`config.mk`:
```
export PLATFORM = sky130hd
export DESIGN_NAME = door_plant
export DESIGN_NICKNAME = d
export VERILOG_FILES = /design/src/rtl/door_plant.sv
export SDC_FILE = /design/constraint.sdc
export NUM_CORES = 1
export LEC_CHECK = 0
export CAP_MARGIN = 15
export CORE_MARGIN = 4
export CORE_UTILIZATION = 50
export CTS_CLUSTER_SIZE = 28
export DETAILED_ROUTE_END_ITERATION = 10
export PLACE_DENSITY = 0.79
export SYNTH_ARGS = -nofsm -noshare
export SYNTH_HDL_FRONTEND = slang
export SYNTH_SLANG_ARGS = --single-unit
```
`constraint.sdc`:
```
create_clock -name clk -period 2.5 [get_ports clk]
set_clock_uncertainty 0.1 [all_clocks]
set_input_delay 0.625 -clock clk [delete_from_list [all_inputs] [get_ports clk]]
set_output_delay 0.625 -clock clk [all_outputs]
set_load 0.1 [all_outputs]
```
`src/rtl/door_plant.sv`:
```
// ---------------------------------------------------------------------------
// door_plant
//
// Purpose:
//   Synthesizable behavioural model of a garage door. It sits on the far side
//   of a door controller's motor interface. It turns motor_up / motor_dn drive
//   into a stepped position and into up/down limit switch signals. It also
//   flags illegal drive as a latched fault:
//     - both motors on at once, or
//     - driving into an active limit for OVERRUN consecutive cycles.
//
// Ports:
//   clk         in   system clock, rising edge
//   rst         in   synchronous, active-high reset
//   motor_up    in   raise command
//   motor_dn    in   lower command
//   clr_fault   in   single-cycle pulse, leaves the fault state
//   obstruct    in   (DOOR_OBSTRUCT_EN only) obstacle under the closing door
//   obstructed  out  (DOOR_OBSTRUCT_EN only) closing was inhibited last cycle
//   up_limit    out  door fully up   (position == TRAVEL)
//   dn_limit    out  door fully down (position == 0)
//   position    out  current door position, 0..TRAVEL
//   moving      out  door is opening or closing
//   fault       out  door is in the fault state
//
// Optional feature macro: DOOR_OBSTRUCT_EN
//   Adds the obstruct input and the obstructed output. While closing with
//   obstruct high, travel stalls and the overrun counter runs.
// ---------------------------------------------------------------------------
module door_plant #(
    parameter int TRAVEL   = 8,
    parameter int POS_W    = 4,
    parameter int PRESCALE = 2,
    parameter int OVERRUN  = 4,
    parameter int INIT_UP  = 1
) (
    input  logic             clk,
    input  logic             rst,
    input  logic             motor_up,
    input  logic             motor_dn,
    input  logic             clr_fault,
`ifdef DOOR_OBSTRUCT_EN
    input  logic             obstruct,
    output logic             obstructed,
`endif
    output logic             up_limit,
    output logic             dn_limit,
    output logic [POS_W-1:0] position,
    output logic             moving,
    output logic             fault
);

    localparam int PRE_W = (PRESCALE > 1) ? $clog2(PRESCALE) : 1;
    localparam int OVR_W = $clog2(OVERRUN + 1);

    localparam logic [POS_W-1:0] POS_TOP   = POS_W'(TRAVEL);
    localparam logic [POS_W-1:0] POS_BOT   = {POS_W{1'b0}};
    localparam logic [POS_W-1:0] POS_INIT  = (INIT_UP != 0) ? POS_TOP : POS_BOT;
    localparam logic             INIT_UP_B = (INIT_UP != 0);
    localparam logic [PRE_W-1:0] PRE_ZERO  = {PRE_W{1'b0}};
    localparam logic [PRE_W-1:0] PRE_LAST  = PRE_W'(PRESCALE - 1);
    localparam logic [OVR_W-1:0] OVR_ZERO  = {OVR_W{1'b0}};
    localparam logic [OVR_W-1:0] OVR_LIMIT = OVR_W'(OVERRUN);

    typedef enum logic [1:0] {
        ST_IDLE    = 2'd0,
        ST_OPENING = 2'd1,
        ST_CLOSING = 2'd2,
        ST_FAULT   = 2'd3
    } state_t;

    state_t             state_r;
    state_t             state_s;
    logic [POS_W-1:0]   pos_r;
    logic [POS_W-1:0]   pos_s;
    logic [PRE_W-1:0]   pre_r;
    logic [PRE_W-1:0]   pre_s;
    logic [OVR_W-1:0]   ovr_r;
    logic [OVR_W-1:0]   ovr_s;
    logic [OVR_W-1:0]   ovr_inc_s;
    logic               up_limit_r;
    logic               dn_limit_r;
    logic               moving_r;
    logic               fault_r;
    logic               both_s;
    logic               at_top_s;
    logic               at_bot_s;
    logic               obstruct_s;

    assign both_s    = motor_up & motor_dn;
    assign at_top_s  = (pos_r == POS_TOP);
    assign at_bot_s  = (pos_r == POS_BOT);
    assign ovr_inc_s = ovr_r + OVR_W'(1);

`ifdef DOOR_OBSTRUCT_EN
    assign obstruct_s = obstruct;
`else
    assign obstruct_s = 1'b0;
`endif

    // Next-state, next-position and counter logic for the door FSM
    always_comb begin
        state_s = state_r;
        pos_s   = pos_r;
        pre_s   = pre_r;
        ovr_s   = ovr_r;
        case (state_r)
            ST_IDLE: begin
                // Counters are already clear in IDLE; keep them that way on entry to motion.
                pre_s = PRE_ZERO;
                ovr_s = OVR_ZERO;
                if (both_s) begin
                    state_s = ST_FAULT;
                end else if (motor_up) begin
                    state_s = ST_OPENING;
                end else if (motor_dn) begin
                    state_s = ST_CLOSING;
                end else begin
                    state_s = ST_IDLE;
                end
            end
            ST_OPENING: begin
                if (both_s) begin
                    state_s = ST_FAULT;
                end else if (motor_up) begin
                    if (at_top_s) begin
                        // Pushing against the top stop: prescaler frozen, overrun runs.
                        ovr_s = ovr_inc_s;
                        if (ovr_inc_s == OVR_LIMIT) begin
                            state_s = ST_FAULT;
                        end else begin
                            state_s = ST_OPENING;
                        end
                    end else begin
                        ovr_s = OVR_ZERO;
                        if (pre_r == PRE_LAST) begin
                            pos_s = pos_r + POS_W'(1);
                            pre_s = PRE_ZERO;
                        end else begin
                            pre_s = pre_r + PRE_W'(1);
                        end
                    end
                end else if (motor_dn) begin
                    state_s = ST_CLOSING;
                    pre_s   = PRE_ZERO;
                    ovr_s   = OVR_ZERO;
                end else begin
                    state_s = ST_IDLE;
                    pre_s   = PRE_ZERO;
                    ovr_s   = OVR_ZERO;
                end
            end
            ST_CLOSING: begin
                if (both_s) begin
                    state_s = ST_FAULT;
                end else if (motor_dn) begin
                    if (at_bot_s || obstruct_s) begin
                        // Bottom stop or obstacle: no step, prescaler frozen, overrun runs.
                        ovr_s = ovr_inc_s;
                        if (ovr_inc_s == OVR_LIMIT) begin
                            state_s = ST_FAULT;
                        end else begin
                            state_s = ST_CLOSING;
                        end
                    end else begin
                        ovr_s = OVR_ZERO;
                        if (pre_r == PRE_LAST) begin
                            pos_s = pos_r - POS_W'(1);
                            pre_s = PRE_ZERO;
                        end else begin
                            pre_s = pre_r + PRE_W'(1);
                        end
                    end
                end else if (motor_up) begin
                    state_s = ST_OPENING;
                    pre_s   = PRE_ZERO;
                    ovr_s   = OVR_ZERO;
                end else begin
                    state_s = ST_IDLE;
                    pre_s   = PRE_ZERO;
                    ovr_s   = OVR_ZERO;
                end
            end
            ST_FAULT: begin
                // Position frozen and motors ignored until the fault is cleared.
                if (clr_fault) begin
                    state_s = ST_IDLE;
                    pre_s   = PRE_ZERO;
                    ovr_s   = OVR_ZERO;
                end else begin
                    state_s = ST_FAULT;
                end
            end
            default: begin
                state_s = ST_FAULT;
            end
        endcase
    end

    // State, counters and registered outputs; limits follow the next position
    always_ff @(posedge clk) begin
        if (rst) begin
            state_r    <= ST_IDLE;
            pos_r      <= POS_INIT;
            pre_r      <= PRE_ZERO;
            ovr_r      <= OVR_ZERO;
            up_limit_r <= INIT_UP_B;
            dn_limit_r <= ~INIT_UP_B;
            moving_r   <= 1'b0;
            fault_r    <= 1'b0;
        end else begin
            state_r    <= state_s;
            pos_r      <= pos_s;
            pre_r      <= pre_s;
            ovr_r      <= ovr_s;
            up_limit_r <= (pos_s == POS_TOP);
            dn_limit_r <= (pos_s == POS_BOT);
            moving_r   <= (state_s == ST_OPENING) || (state_s == ST_CLOSING);
            fault_r    <= (state_s == ST_FAULT);
        end
    end

`ifdef DOOR_OBSTRUCT_EN
    logic obstructed_r;

    // Flag a cycle in which closing travel was held back by the obstacle input
    always_ff @(posedge clk) begin
        if (rst) begin
            obstructed_r <= 1'b0;
        end else begin
            obstructed_r <= (state_r == ST_CLOSING) & motor_dn & ~motor_up & obstruct;
        end
    end

    assign obstructed = obstructed_r;
`endif

    assign position = pos_r;
    assign up_limit = up_limit_r;
    assign dn_limit = dn_limit_r;
    assign moving   = moving_r;
    assign fault    = fault_r;

endmodule
```
Word level (Yosys, flattened, before mapping)

Cells that the tools add are included.

$add $sub $neg: 4
Eq/ne operators: 14
Mux-type cells: 40
Bitwise gates (word level): 1
Reduce and logical (&&, ||, !) cells: 6

Operator list:

| cell                | number |
|---|---|
| $mux 4              | 8 |
| $mux 2              | 11 |
| $mux 3              | 7 |
| $pmux 3 s4          | 1 |
| $mux 1              | 10 |
| $eq 2x2->1 const B  | 4 |
| $eq 4x4->1 const B  | 2 |
| $logic_not 4->1     | 2 |
| $pmux 2 s4          | 1 |
| $pmux 4 s2          | 1 |
| $ne 2x2->1 const B  | 3 |
| $ne 3x3->1 const B  | 2 |
| $reduce_and 5->1    | 1 |
| $add 4x1->4 const B | 1 |
| $eq 2x1->1 const B  | 2 |
| $pmux 1 s4          | 1 |
| $sub 4x1->4 const B | 1 |
| $add 3x1->3 const B | 1 |
| $eq 3x3->1 const B  | 1 |
| $reduce_and 3->1    | 1 |
| $logic_not 2->1     | 1 |
| $add 1x1->1 const B | 1 |
| $and 1x1->1         | 1 |
| $logic_or 1x1->1    | 1 |

Register bits: 14
Input bits: 5
Output and inout port bits: 8
Logic and storage cells: 73

Longest topological paths before layout

Gate-level depths: netlist of the first run.

Word-level depth: 9
Depth in mapped cells: 9
Gate-level depth less buffers: 9

Worst setup path after synthesis of the first run

No wires, ideal clock.

Path type: register to register
From: reg pos_r[0] (netlist: position[0])
To: reg up_limit_r (netlist: up_limit)
Setup time: 0.127 ns
Data arrival time: 2.754 ns
Data required time: 2.273 ns
Slack: -0.481 ns
Cell stages (with the launch flop): 8
Buffers on the path: 0
Clock period less this slack: 2.981 ns
Cells stage by stage: dfxtp_1 inv_1 ha_1 nor3b_2 or3_1 o221a_4 a311oi_4 a211oi_2

Longest elaborated chain between the ends: 7
Elaborated cells on any way between the ends: 14
Classes of those cells: 2 x add/sub; 2 x eq/ne; 9 x mux; 1 x reduce/logical

Ends and longest elaborated chain:

| element                                           | RTL line | source |
|---|---|---|
| from (decl)                                       | 74       | `logic [POS_W-1:0] pos_r;` |
| from (signal assigned)                            | 213      | `pos_r <= pos_s;` |
| $sub 4x1->4 / $add 4x1->4 (equally long branches) | 168, 137 |  |
| $mux 4, on equally long branches                  | 167, 136 |  |
| $mux 4, on equally long branches                  | 157, 126 |  |
| $mux 4, on equally long branches                  | 156, 125 |  |
| $mux 4, on equally long branches                  | 154, 123 |  |
| $pmux 4 s2 *                                      | 107      | `case (state_r)` |
| $eq 4x4->1 *                                      | 216      | `up_limit_r <= (pos_s == POS_TOP);` |
| to (signal assigned)                              | 216      |  |
| to (decl)                                         | 81       | `logic up_limit_r;` |

Every way passes the cells marked *; elsewhere a longest branch is shown, timed or not.
A chain may end at the register's enable or synchronous reset.

Worst setup path after layout of the first run

From: reg pos_r[0] (netlist: position[0])
To: reg moving_r (netlist: moving)

Longest elaborated chain between the ends: 7
Elaborated cells on any way between the ends: 12
Classes of those cells: 3 x eq/ne; 7 x mux; 2 x reduce/logical

Ends and longest elaborated chain:

| element                                              | RTL line | source |
|---|---|---|
| $eq 4x4->1 / $logic_not 4->1 (equally long branches) | 91, 92   |  |
| $mux 2, on equally long branches                     | 126, 157 |  |
| $mux 2, on equally long branches                     | 125, 156 |  |
| $mux 2, on equally long branches                     | 123, 154 |  |
| $pmux 2 s4 *                                         | 107      |  |
| named net state_s[0]                                 | 73       | `state_t state_s;` |
| $eq 2x1->1 / $eq 2x2->1 (equally long branches)      | 218      | `moving_r <= (state_s == ST_OPENING) \|\| (state_s == ST_CLOSING);` |
| $logic_or 1x1->1 *                                   | 218      |  |
| to (signal assigned)                                 | 218      |  |
| to (decl)                                            | 83       | `logic moving_r;` |

Mark *: on every way through the listed nets, which the timed path passes. The rest lies on a longest branch.

==> results of run 1 <==
[power groups by stage]
stage,registers [mW],logic [mW],clock network [mW]
final,0.258,0.253,0.169
after global routing,0.261,0.270,0.185
after CTS,0.258,0.252,0.172
after detailed placement,0.263,0.252,0
after global placement,0.261,0.246,0
after floorplan,0.337,0.114,0
[kinds of logic after synthesis]
| group | count (synthesis) | share of synthesized area |
|---|---|---|
| xor+xnor | 1 | 0.00770 |
| compound gates | 35 | 0.272 |
| buf+inv | 16 | 0.0572 |
| simple gates | 52 | 0.268 |
| mux | 5 | 0.0495 |
| flops | 14 | 0.246 |
| fa+ha+maj | 9 | 0.0990 |
[layout make-up]
type / count / area (um2) / area share
Tap cell: 28 / 35.0 / 0.0258
Multi-Input combinational cell: 102 / 792 / 0.584
Clock buffer: 4 / 36.3 / 0.0268
Inverter: 8 / 30.0 / 0.0221
Timing Repair Buffer: 22 / 175 / 0.129
Sequential cell: 14 / 288 / 0.212
[worst paths after layout]
path / end / cells after the start
worst max-delay path: moving / 8
worst min-delay path: ovr_r[2] / 2
worst max register to register: moving / 8
worst min register to register: ovr_r[2] / 2
[through the flow]
step | setup slack (ns) | power, mW | util | setup TNS [ns] | hold WS (ns)
final | 0.155 | 0.679 | 0.619 | 0 | 0.417
after global routing | 0.00427 | 0.717 | 0.619 | 0 | 0.461
after CTS | 0.173 | 0.682 | 0.619 | 0 | 0.413
after detailed placement | -0.124 | 0.515 | 0.603 | -0.337 | 0.397
after global placement | -0.0500 | 0.507 | 0.603 | -0.0781 | 0.383
after floorplan | 0.0294 | 0.452 | - | 0 | 0.369
[sequential cells by signal, indices dropped and copies added (netlist names)]
signal and count:
state_r 2, pre_r 1, position 4, fault 1
ovr_r 3, dn_limit 1, moving 1, up_limit 1
[metal layers]
metal,vias up,share of wire,track usage
li1,518,-,-
met1,514,0.46,0.237
met2,33,0.48,0.321
met3,7,0.048,0.0371
met4,0,0.011,0.0451
met5,-,0,0
[cells in the final DEF (no fill, tap or decap), drive strengths merged, types with 5 or more instances in the layout]
master,count
nor2,7
buf,18
nand3,6
ha,9
nand2b,7
o21ai,5
inv,8
dfxtp,14
a21oi,7
nand2,9
nor2b,5
[worst min-delay path: stages (launching register included)]
cell and delay, ns:
dfxtp_1 0.34, o21ai_0 0.07, a21oi_1 0.06
==> out/metrics.yaml, run 1 <==
power_frac_comb: 0.372
cts_made_buffers: 3
avgSynthCellArea_um2: 8.62
final_hold_viol_count: 0
drt_iter0_markers: 24
r2r_slack_ns: 0.16
path_max_fanout: 8
grt_max_degree: 14
final_design_area_no_fill_mm2: 0.00136
antenna_cells: 0
cts-root-buf: "clkbuf_4"
slew_headroom: 0.700
ir_worst_vdd_v: 0.000398
io_pins: 13
path_cells: "inv_1 -> ha_1 -> nor3b_2 -> nand2b_1 -> a21oi_1 -> o311a_1 -> ha_1 -> nor2b_1"
yosys-top-cells-area: "dfxtp_1 (25%), ha_1 (9.9%), nand2b_1 (3.9%), a21oi_1 (3.1%), nand2_1 (3.0%)"
min_from: "ovr_r[2]"
p_sw_frac: 0.397
dieWidth_um: 55.7
drive_above_1_share: 0.253
startpoint_type: "flip-flop"
period_share: 0.938
post-cts-setup-buffers: 0
synth-edff-count: 0
fin_crit_ns: 2.34
p_clk_frac: 0.248
intPower_mw: 0.409
cts_hold_buffers: 0
crit_path_end_kind: "flip-flop"
cts.sinks: 14
dpl.hpwl_mm: 2.01
fmax_ghz: 0.426
nFillCells: 193
synth_most_common_cell: "dfxtp_1"
rr_startpoint: "position[0]"
die_height_um: 55.7
grt_first_pass_wirelength_mm: 4.77
gp_congestion: 0.886
crit_path_top_delay_cell: "nor3b_2"
wl_per_cell_um: 15.2
slowest_delay_ns: 0.41
cp_common_cell: "ha_1"
min_path_type: "reg -> reg"
leakagePower_nw: 0.540
synthCells: 132
power_density_mw_per_mm2: 501
syn_nets: 146
buffer_ports.inserted: 12
pwr-share-seq: 0.379
die_area_mm2: 0.00310
cts.clk_slew.worst_paths_ns: 0.10
placedCellCount: 174
async_flop_share: 0
synth_cell_types: 51
vias: 1072
yosysSeqAreaShare: 0.246
nets: 165
clock_path_buffers: 2
rsz0062_at_grt: "false"
max_cap_viol_count: 0
cts_tree: "yes"
cp_num_buf_inv: 1
worst-setup-path-type: "reg -> reg"
num_rows: 17
track_usage: 0.187
core-area_mm2: 0.00219
crit_required_ns: 2.58
dr.pass1.iters: 4
final_max_slew_viol_count: 0
startpoint: "position[0]"
yosysTopAreaCell: "dfxtp_1"
worst_slew_pin_slew_ns: 0.450
netlist_area_mm2: 0.00114
status: "complete, no violations"
synth_warnings: 0
synth_common_cells: "dfxtp_1 (14), ha_1 (9), nand2_1 (9), inv_1 (8)"
syn2layout_area_growth_pct: 19.3
antenna_found_initial: 0
critPathArrivalTime_ns: 2.42
placed_cell_area_mm2: 0.00132
synth_seq_cells: 14
finalWirelength_mm: 2.70
cts_resized: 0
p_sw_mw: 0.269
vias_per_cell: 6.02
drtAntennaViolNets: 0
grt_pass1_vias: 1059
clk_latency_ns: 0.28
grt_overflow: 0
cp_top_family: "simple AND/OR/NAND/NOR gates"
instances_no_fill: 178
synth_top_area_frac: 0.246
drc: 0
start_util: 0.519
ctsHtreeMaxLevel: 1
synth-main-ff-cell: "dfxtp_1"
setup_viol: 0
(Power assumes the default switching activity.)
==> inputs of run 2 (changes only) <==
--- a/config.mk
+++ b/config.mk
@@ -6,7 +6,7 @@
 export NUM_CORES = 1
 export LEC_CHECK = 0
 export CAP_MARGIN = 15
-export CORE_MARGIN = 4
+export CORE_MARGIN = 3
 export CORE_UTILIZATION = 50
 export CTS_CLUSTER_SIZE = 28
 export DETAILED_ROUTE_END_ITERATION = 10
==> out/metrics.yaml, run 2 (synthesis results as in run 1) <==
finalWirelength_mm: 2.59  # was 2.70 mm
hold_depth: 2  # unchanged
grt_overflow: 0  # unchanged
critPathArrivalTime_ns: 2.37  # was 2.42 ns
nFillCells: 186  # was 193
crit_required_ns: 2.57  # was 2.58 ns
ir_worst_vdd_v: 0.000335  # was 0.000398 V
dpl.hpwl_mm: 1.95  # was 2.01 mm
die_area_mm2: 0.00288  # was 0.00310 mm2
crit_path_top_delay_cell: "dfxtp_4"  # was nor3b_2
rr_startpoint: "position[0]"  # unchanged
drive_above_1_share: 0.257  # was 0.253
top_usage_layer: "met2"  # unchanged
reg2reg_depth: 7  # was 8
min_path_type: "reg -> reg"  # unchanged
fin_crit_ns: 2.30  # was 2.34 ns
cts-root-buf: "clkbuf_4"  # unchanged
startpoint_type: "flip-flop"  # unchanged
crit_path_end_kind: "flip-flop"  # unchanged
cts.sinks: 14  # unchanged
drc: 0  # unchanged
grt_pass1_vias: 1002  # was 1059
cp_num_buf_inv: 1  # unchanged
hold_slack_ns: 0.405  # was 0.417 ns
ctsHtreeMaxLevel: 1  # unchanged
io_pins: 13  # unchanged
start_util: 0.552  # was 0.519
drt_iter0_markers: 43  # was 24
post-route-util: 0.660  # was 0.619
grt_max_degree: 14  # unchanged
die_height_um: 53.7  # was 55.7 um
path_cells: "inv_1 -> ha_1 -> nor3b_2 -> or3_1 -> o221a_4 -> a311oi_4 -> a211oi_2"  # was inv_1 -> ha_1 -> nor3b_2 -> nand2b_1 -> a21oi_1 -> o311a_1 -> ha_1 -> nor2b_1
wl_per_cell_um: 14.4  # was 15.2 um
cts_resized: 0  # unchanged
cts_hold_buffers: 0  # unchanged
max_cap_viol_count: 0  # unchanged
vias: 1083  # was 1072
grt_util_met1: 0.286  # was 0.237
setup_ws_ns: 0.198  # was 0.155 ns
slowest_delay_ns: 0.42  # was 0.41 ns
num_rows: 16  # was 17
cts_tree: "yes"  # unchanged
slew_headroom: 0.697  # was 0.700
final_design_area_no_fill_mm2: 0.00136  # about the same
clk_latency_ns: 0.28  # about the same
leakagePower_nw: 0.545  # was 0.540 nW
antenna_cells: 0  # unchanged
path_max_fanout: 8  # unchanged
grt_first_pass_wirelength_mm: 4.59  # was 4.77 mm
worst_slew_pin_slew_ns: 0.455  # was 0.450 ns
drtAntennaViolNets: 0  # unchanged
final_max_slew_viol_count: 0  # unchanged
period_share: 0.921  # was 0.938
track_usage: 0.212  # was 0.187
finalSetupTns_ns: 0  # unchanged
total_power_mw: 0.645  # was 0.679 mW
antenna_found_initial: 0  # unchanged
setup_viol: 0  # unchanged
rsz0062_at_grt: "false"  # unchanged
cp_top_family: "compound AO/OA/AOI/OAI gates"  # was simple AND/OR/NAND/NOR gates
core-area_mm2: 0.00206  # was 0.00219 mm2
r2r-end: "up_limit"  # was moving
cts_made_buffers: 3  # unchanged
holdPathEnd: "ovr_r[2]"  # unchanged
status: "complete, no violations"  # unchanged
dp_slack_ns: -0.0709  # was -0.124 ns
instances_no_fill: 179  # was 178
fmax_ghz: 0.434  # was 0.426 GHz
grtUsageMet2: 0.345  # was 0.321
nets: 167  # was 165
min_from: "ovr_r[2]"  # unchanged
final_hold_viol_count: 0  # unchanged
dieWidth_um: 53.7  # was 55.7 um
buffer_ports.inserted: 12  # unchanged
dr.pass1.iters: 5  # was 4
layout_common_cells: "buf_4 (20), dfxtp_1 (10), nand2_1 (9), ha_1 (9), inv_1 (8)"  # was buf_4 (18), dfxtp_1 (10), nand2_1 (9), ha_1 (9), inv_1 (8)
clock_path_buffers: 2  # unchanged
placedCellCount: 175  # was 174
cts.clk_slew.worst_paths_ns: 0.09  # was 0.10 ns
gp_congestion: 0.869  # was 0.886
grt_use_met3: 0.0332  # was 0.0371
placed_cell_area_mm2: 0.00133  # was 0.00132 mm2
r2r_slack_ns: 0.20  # was 0.16 ns
syn2layout_area_growth_pct: 19.6  # was 19.3%
post-cts-setup-buffers: 0  # unchanged
final_common_cell: "buf_4"  # unchanged
vias_per_cell: 6.05  # was 6.02
worst-setup-path-type: "reg -> reg"  # unchanged
largest_reg_flops: 4  # unchanged
power_density_mw_per_mm2: 474  # was 501 mW/mm2
## run 2: changes by cell type in the layout (fill, tap and decap cells not counted)
cell / before / now
buf_4: 18 / 20
clkbuf_1: 0 / 1
clkbuf_8: 1 / 0
## run 2: worst reg2reg max path: stages, from the launching register on
cell	delay, ns
dfxtp_4	0.42
inv_1	0.09
ha_1	0.27
nor3b_2	0.22
or3_1	0.41
o221a_4	0.31
a311oi_4	0.29
a211oi_2	0.07
## run 2: layer usage
| layer | wire [um] | vias up |
|---|---|---|
| met1 | 1180 | 517 |
| met4 | 23 | 0 |
| met3 | 175 | 2 |
| met2 | 1210 | 43 |
| li1 | - | 521 |
| met5 | 0 | - |
## run 2: cell type report
cell class	instances	area, um2	share of cell area
inverter	8	30.0	0.0221
tap	27	33.8	0.0248
multi-input combinational	102	792	0.582
clock buffer	4	26.3	0.0193
sequential	14	288	0.212
timing repair buffer	24	190	0.140
## run 2: worst max path at each step
stage	from	to	slack, ns	cells past startpoint
floorplan	position[1]	up_limit	0.03	7
global placement	motor_up	up_limit	-0.05	7
detailed placement	motor_up	up_limit	-0.07	6
CTS	position[0]	up_limit	0.21	7
global route	position[0]	moving	0.04	8
finish	position[0]	up_limit	0.20	7
## run 2: where the power goes
part / switching (mW) / internal, mW / leakage [nW] / total [mW]
Combinational: 0.168 / 0.0852 / 0.414 / 0.253
Sequential: 0.0190 / 0.238 / 0.116 / 0.257
Clock: 0.0731 / 0.0617 / 0.0150 / 0.135
